### src/rtl/proc_pkg.sv
// rtl/proc_pkg.sv - shared defaults and helpers for the processor datapath
package proc_pkg;

    localparam int DEFAULT_WIDTH    = 16;
    localparam int DEFAULT_NREGS    = 8;
    localparam int DEFAULT_IR_WIDTH = 10;
    localparam int PC_IDX           = DEFAULT_NREGS - 1;

    function automatic int clog2(input int n);
        int r;
        r = 0;
        for (int i = 0; i < 31; i++) begin
            if ((1 << i) < n) r = i + 1;
        end
        return r;
    endfunction

endpackage

### src/rtl/reg_cell.sv
// rtl/reg_cell.sv - load-enable register with asynchronous active-low reset
module reg_cell #(
    parameter int               WIDTH     = 16,
    parameter logic [WIDTH-1:0] RESET_VAL = '0
) (
    input  logic             Clock,
    input  logic             Resetn,
    input  logic [WIDTH-1:0] D,
    input  logic             En,
    output logic [WIDTH-1:0] Q
);

    always_ff @(posedge Clock or negedge Resetn) begin
        if (!Resetn) begin
            Q <= RESET_VAL;
        end else if (En) begin
            Q <= D;
        end
    end

endmodule

### src/rtl/reg_bank.sv
// rtl/reg_bank.sv - general registers, PC and IR loaded from the shared bus
module reg_bank
    import proc_pkg::*;
#(
    parameter int               WIDTH     = proc_pkg::DEFAULT_WIDTH,
    parameter int               NREGS     = proc_pkg::DEFAULT_NREGS,
    parameter int               IR_WIDTH  = proc_pkg::DEFAULT_IR_WIDTH,
    parameter logic [WIDTH-1:0] RESET_VAL = '0
) (
    input  logic                      Clock,
    input  logic                      Resetn,
    input  logic [WIDTH-1:0]          BusIn,
    input  logic [NREGS-1:0]          Rin,
    input  logic                      IRin,
    input  logic                      Prox,
    input  logic                      Clear,
    input  logic [clog2(NREGS)-1:0]   RaSel,
    input  logic [clog2(NREGS)-1:0]   RbSel,
    output logic [WIDTH-1:0]          Ra,
    output logic [WIDTH-1:0]          Rb,
    output logic [IR_WIDTH-1:0]       IR,
    output logic [WIDTH-1:0]          PC,
    output logic                      PcWrap,
    output logic                      RinErr
);

    localparam int PCI = NREGS - 1;

    logic [WIDTH-1:0] gpr [PCI];
    logic [WIDTH-1:0] pc_q;
    logic             multi_load;

    genvar g;
    generate
        for (g = 0; g < PCI; g++) begin : g_gpr
            reg_cell #(
                .WIDTH     (WIDTH),
                .RESET_VAL (RESET_VAL)
            ) u_cell (
                .Clock  (Clock),
                .Resetn (Resetn),
                .D      (BusIn),
                .En     (Rin[g]),
                .Q      (gpr[g])
            );
        end
    endgenerate

    reg_cell #(
        .WIDTH     (IR_WIDTH),
        .RESET_VAL ('0)
    ) u_ir (
        .Clock  (Clock),
        .Resetn (Resetn),
        .D      (BusIn[IR_WIDTH-1:0]),
        .En     (IRin),
        .Q      (IR)
    );

    // Clearing the lowest set bit leaves something only when two or more bits were set.
    assign multi_load = |(Rin & (Rin - NREGS'(1)));

    always_ff @(posedge Clock or negedge Resetn) begin
        if (!Resetn) begin
            pc_q   <= '0;
            PcWrap <= 1'b0;
            RinErr <= 1'b0;
        end else begin
            PcWrap <= 1'b0;
            if (Rin[PCI]) begin
                pc_q <= BusIn;
            end else if (Prox) begin
                pc_q   <= pc_q + WIDTH'(1);
                PcWrap <= &pc_q;
            end else if (Clear) begin
                pc_q <= '0;
            end
            if (multi_load) begin
                RinErr <= 1'b1;
            end
        end
    end

    assign PC = pc_q;

    always_comb begin
        Ra = '0;
        Rb = '0;
        for (int i = 0; i < PCI; i++) begin
            if (int'(RaSel) == i) Ra = gpr[i];
            if (int'(RbSel) == i) Rb = gpr[i];
        end
        if (int'(RaSel) == PCI) Ra = pc_q;
        if (int'(RbSel) == PCI) Rb = pc_q;
    end

endmodule
### config.mk
export PLATFORM = sky130hd
export DESIGN_NAME = reg_bank
export DESIGN_NICKNAME = d
export VERILOG_FILES = /design/src/rtl/proc_pkg.sv /design/src/rtl/reg_cell.sv /design/src/rtl/reg_bank.sv
export SDC_FILE = /design/constraint.sdc
export NUM_CORES = 1
export LEC_CHECK = 0
export CAP_MARGIN = 20
export CORE_MARGIN = 3
export CORE_UTILIZATION = 45
export CTS_BUF_LIST = sky130_fd_sc_hd__clkbuf_8
export DETAILED_ROUTE_END_ITERATION = 8
export GPL_ROUTABILITY_DRIVEN = 0
export GPL_TIMING_DRIVEN = 0
export PLACE_DENSITY = 0.71
export SYNTH_ARGS = -nofsm -noshare
export SYNTH_HDL_FRONTEND = slang
export SYNTH_SLANG_ARGS = --single-unit
### constraint.sdc
create_clock -name Clock -period 2.1 [get_ports Clock]
set_input_delay 0.21 -clock Clock [delete_from_list [all_inputs] [get_ports Clock]]
set_output_delay 0.21 -clock Clock [all_outputs]
set_load 0.05 [all_outputs]
# Word level (Yosys, flattened, before mapping)
# Cells that the tools add are included.
[word_totals]
elab_cells = 54
ff_bits = 140
in_bits = 35
out_inout_bits = 60
[op_classes]
add_sub_neg = 2
n_eq_ne = 14
bitwise_logic = 1
n_reduce_logical = 5
mux = 21
[ops]
columns = ["operator", "n"]
rows = [
  ["$mux 16", 19],
  ["$eq 3x3->1 const B", 8],
  ["$add 16x1->16 const B", 1],
  ["$reduce_and 16->1", 1],
  ["$eq 3x2->1 const B", 4],
  ["$and 8x8->8", 1],
  ["$reduce_or 8->1", 1],
  ["$sub 8x1->8 const B", 1],
  ["$eq 3x1->1 const B", 2],
  ["$logic_not 3->1", 2],
  ["$reduce_bool 3->1", 1],
  ["$mux 1", 2],
]

# Logic depth before layout (Yosys ltp)
[depth]
ltp_word = 9
depth_mapped = 7
depth_no_buf = 5

# By module
# From an unflattened synthesis, not the netlist that was laid out.
[hier_totals]
cells_unflattened = 784
hier_area_um2 = 8859.7
[by_module_without_submodules]
columns = ["mod", "seq_area_each_um2", "area_per_inst_um2", "n_inst", "cells_each"]
rows = [
  ["reg_cell at g_gpr[0].u_cell ...", 400.4, 649.4, 7, 34],
  ["reg_bank", 450.4, 3902.5, 1, 525],
  ["reg_cell at u_ir", 250.2, 411.6, 1, 21],
]

# Least setup slack after synthesis
# Ideal clock, no wire load.
[synth_timing]
path_type = "register to output"
from = "reg pc_q[14] (netlist: PC[14])"
to = "out Rb[14]"
t_required_ps = 1890
slack_ps = -369
path_stages_with_launch = 5
path_buffers = 0
t_arrival_ps = 2259
path_cell_list = "dfrtp_1 mux2i_1 a21oi_1 nor2b_1 a211oi_1"
[synth_via]
elab_chain_len = 1
[synth_lines]
columns = ["element", "line_no", "rtl"]
rows = [
  ["from (decl)", "reg_bank.sv:30", "logic [WIDTH-1:0] pc_q;"],
  ["from (signal assigned)", "reg_bank.sv:71", "pc_q <= BusIn;"],
  ["from (signal assigned)", "reg_bank.sv:73", "pc_q <= pc_q + WIDTH'(1);"],
  ["$mux 16", "reg_bank.sv:94", "if (int'(RbSel) == PCI) Rb = pc_q;"],
  ["to (decl)", "reg_bank.sv:20", "output logic [WIDTH-1:0] Rb,"],
]
# No other way between the ends.

# Worst setup path in the final report
[layout_timing]
from = "reg pc_q[3] (netlist: PC[3])"
to = "out Rb[3]"
# Same word-level chain as after synthesis.

==> metrics <==
status complete, but fails checks; failing checks setup timing; WHS Endpoint PC[5]; slowest stage cell, crit path dfrtp_2; Max VDD drop 435 uV; vias in the first global route 6695; Die Area 19600 sq um; Hold Crit Class input pin to flip-flop; Power Dens Cells 805 nW/um^2; max-slew violation count 0; EDFF count, synth 0; clock skew 0.00701 ns; # IOs 95; endpoints failing hold 0; post-route cell area 10100 sq um; fill count 1480; number of diodes 0; final worst slack -0.0778 ns; Reg2Reg Setup Slack 0.14 ns; Yosys Warn Count 0; clock sink count 140; DR WL/cell 24.8 um; final hold slack 0.145 ns; clock tree buffer depth 2; die height 140 um; critical path cell sequence mux2_4 -> a22o_1 -> a221o_1 -> buf_6; Synth Register Bits 140; final setup violation count 5; vias per cell 6.37; CP max FO 4; total global routing overflow 0; Leakage between 4 and 5 nW; hold path startpoint Prox; H-tree depth 4; CP Data Arrival Time approximately 2.0 ns; clock slew at reported path FFs 0.08 ns; post-layout net count slightly below 900; net count after synthesis about 750; slew margin rel. 36.2%; clk root buf clkbuf_8; Port Buf Inserts 84; Post-Syn Area 8080 sq um; synthesized area per cell 11.3 sq um; WP data required about 1.9 ns; Commonest cells post-synth mux2_2, dfrtp_1, nand2_1, mux2i_1, o21ai_0; ys async rst share 100%; layout cells sized above 1 39.3%; critical path type flip-flop to primary output; DRC errors left 0; min Tclk post-route 2.18 ns; critical path capture point type primary output; Worst-Skew Late Latency 0.48 ns; Netlist cell types 62; RR Endpoint PC[14]; area grow syn2layout 25.6%; WL final roughly 27000 um; Worst Tran Pin Value 0.957 ns; share of the synthesized area in the top cell type 43.4%; DR pass1 iterations 8; remaining antenna violation count 0; Vias 6903; Finished Layout Cells ~1100; depth of the worst hold-timing path 4; dpl cell area 9240 sq um; RSZ-0062 raised after global routing true; top-count cell post-synth mux2_2; Initial Util between 40 and 50%; Core Util, Final 58.2%; CP max stage delay 0.47 ns; area occupied by multi-input gates between 4000 and 5000 sq um; CTS Buf Count 17; reg-to-reg startpoint PC[0]; initial antenna violation count 0; Setup crit start kind flip-flop; cells on worst reg2reg path 5; Peak Freq 0.459 GHz; fin crit share 104%; Placement Rows 48; HPWL Detailed between 15000 and 20000 um; Synth area leaders dfrtp_1, mux2_2, mux2i_1, mux4_2, nand2_1; Synth Instances between 700 and 800; first-pass GRT wire length 40800 um; GRT Util Overall 27.5%; Sequential Area 3520 sq um; Inst Count DP 1026; 1st-iter DRT viols around 670; Max Cap Viol 0; Synth area leader dfrtp_1; largest net degree at the start of global routing 78; CTS tree built; CP startpoint PC[3]; sequential cell area fraction in the yosys report 43.4%; core area 17400 sq um; DIE WIDTH 140 um; Synth Flop Type dfrtp_1
-- through the flow --
stage	total power, mW	TNS, ns	setup WS [ns]
finish	8.16	-0.194	-0.0778
global route	8.44	-0.466	-0.113
CTS	8.08	-0.244	-0.0790
detailed placement	5.41	-33.89	-1.34
global placement	5.37	-733.94	-5.54
floorplan	4.63	0	0.0678
-- sequential cells by signal, summed over array words and instances (netlist names) --
signal	flops
PC	16
PcWrap	1
RinErr	1
g_gpr.u_cell.Q	112
u_ir.Q	10
-- cell type report --
cell class	instances	area share, %
multi-input combinational	509	42.7
sequential	140	34.7
timing repair buffer	114	10.6
buffer	58	4.31
clock buffer	21	2.85
tap	225	2.78
clock inverter	11	1.86
inverter	6	0.222
-- cell families (layout without fill, tap and decap cells) --
family,count (synthesis),in the layout,synth area share [%]
AO/OA/AOI/OAI,149,149,13.6
buffers and inverters,67,210,4.31
flip-flops,140,140,43.4
AND/OR/NAND/NOR,164,164,10.2
adder cells (fa/ha/maj),2,2,0.294
multiplexers,194,194,28.2
-- how the worst max path moves through the flow --
stage / end
6_report: Rb[3]
5_1_grt: Rb[6]
4_1_cts: Rb[6]
3_5_place_dp: Rb[13]
3_3_place_gp: PC[0]
2_1_floorplan: Rb[13]
-- metal layers --
layer | GRT usage [%] | wire, um | part of all wire, %
met1 | 38.0 | 11200 | 42
met2 | 41.1 | 12200 | 45
met3 | 7.85 | 2610 | 9.7
met4 | 10.8 | 857 | 3.2
met5 | 0 | 0 | 0
-- power by group --
group          internal [mW]  leakage [nW]  switching [mW]
logic                  0.969          2.41            1.34
clock network           1.54         0.243            1.10
registers               2.96          1.63           0.257
-- repair_timing --
action	in CTS	in global routing
buffers inserted	23	4
endpoints found under the setup margin	37	30
pin swaps	5	5
resized for setup	269	38
hold buffers	1	0
hold endpoints to repair	63	0
cloned	1	0
-- cell usage in the layout, fill, tap and decap left out, types with 11 or more instances in the layout --
cell type,instances
mux2_2,142
dfrtp_1,129
nand2_1,61
clkdlybuf4s50_1,44
buf_4,43
mux2i_1,32
buf_6,31
nor2_1,27
o21ai_0,26
clkbuf_8,24
a22o_1,17
buf_2,15
a22oi_1,15
nand3_1,15
mux4_2,12
dfrtp_2,11
nor2b_1,11
-- critical path, delay by kind of cell, from the launching register on --
family                 cells  cell delay [ns]
flip-flops                 1             0.47
multiplexers               1             0.27
buffers and inverters      1             0.17
AO/OA/AOI/OAI              2             0.57
(Power assumes the default switching activity.)
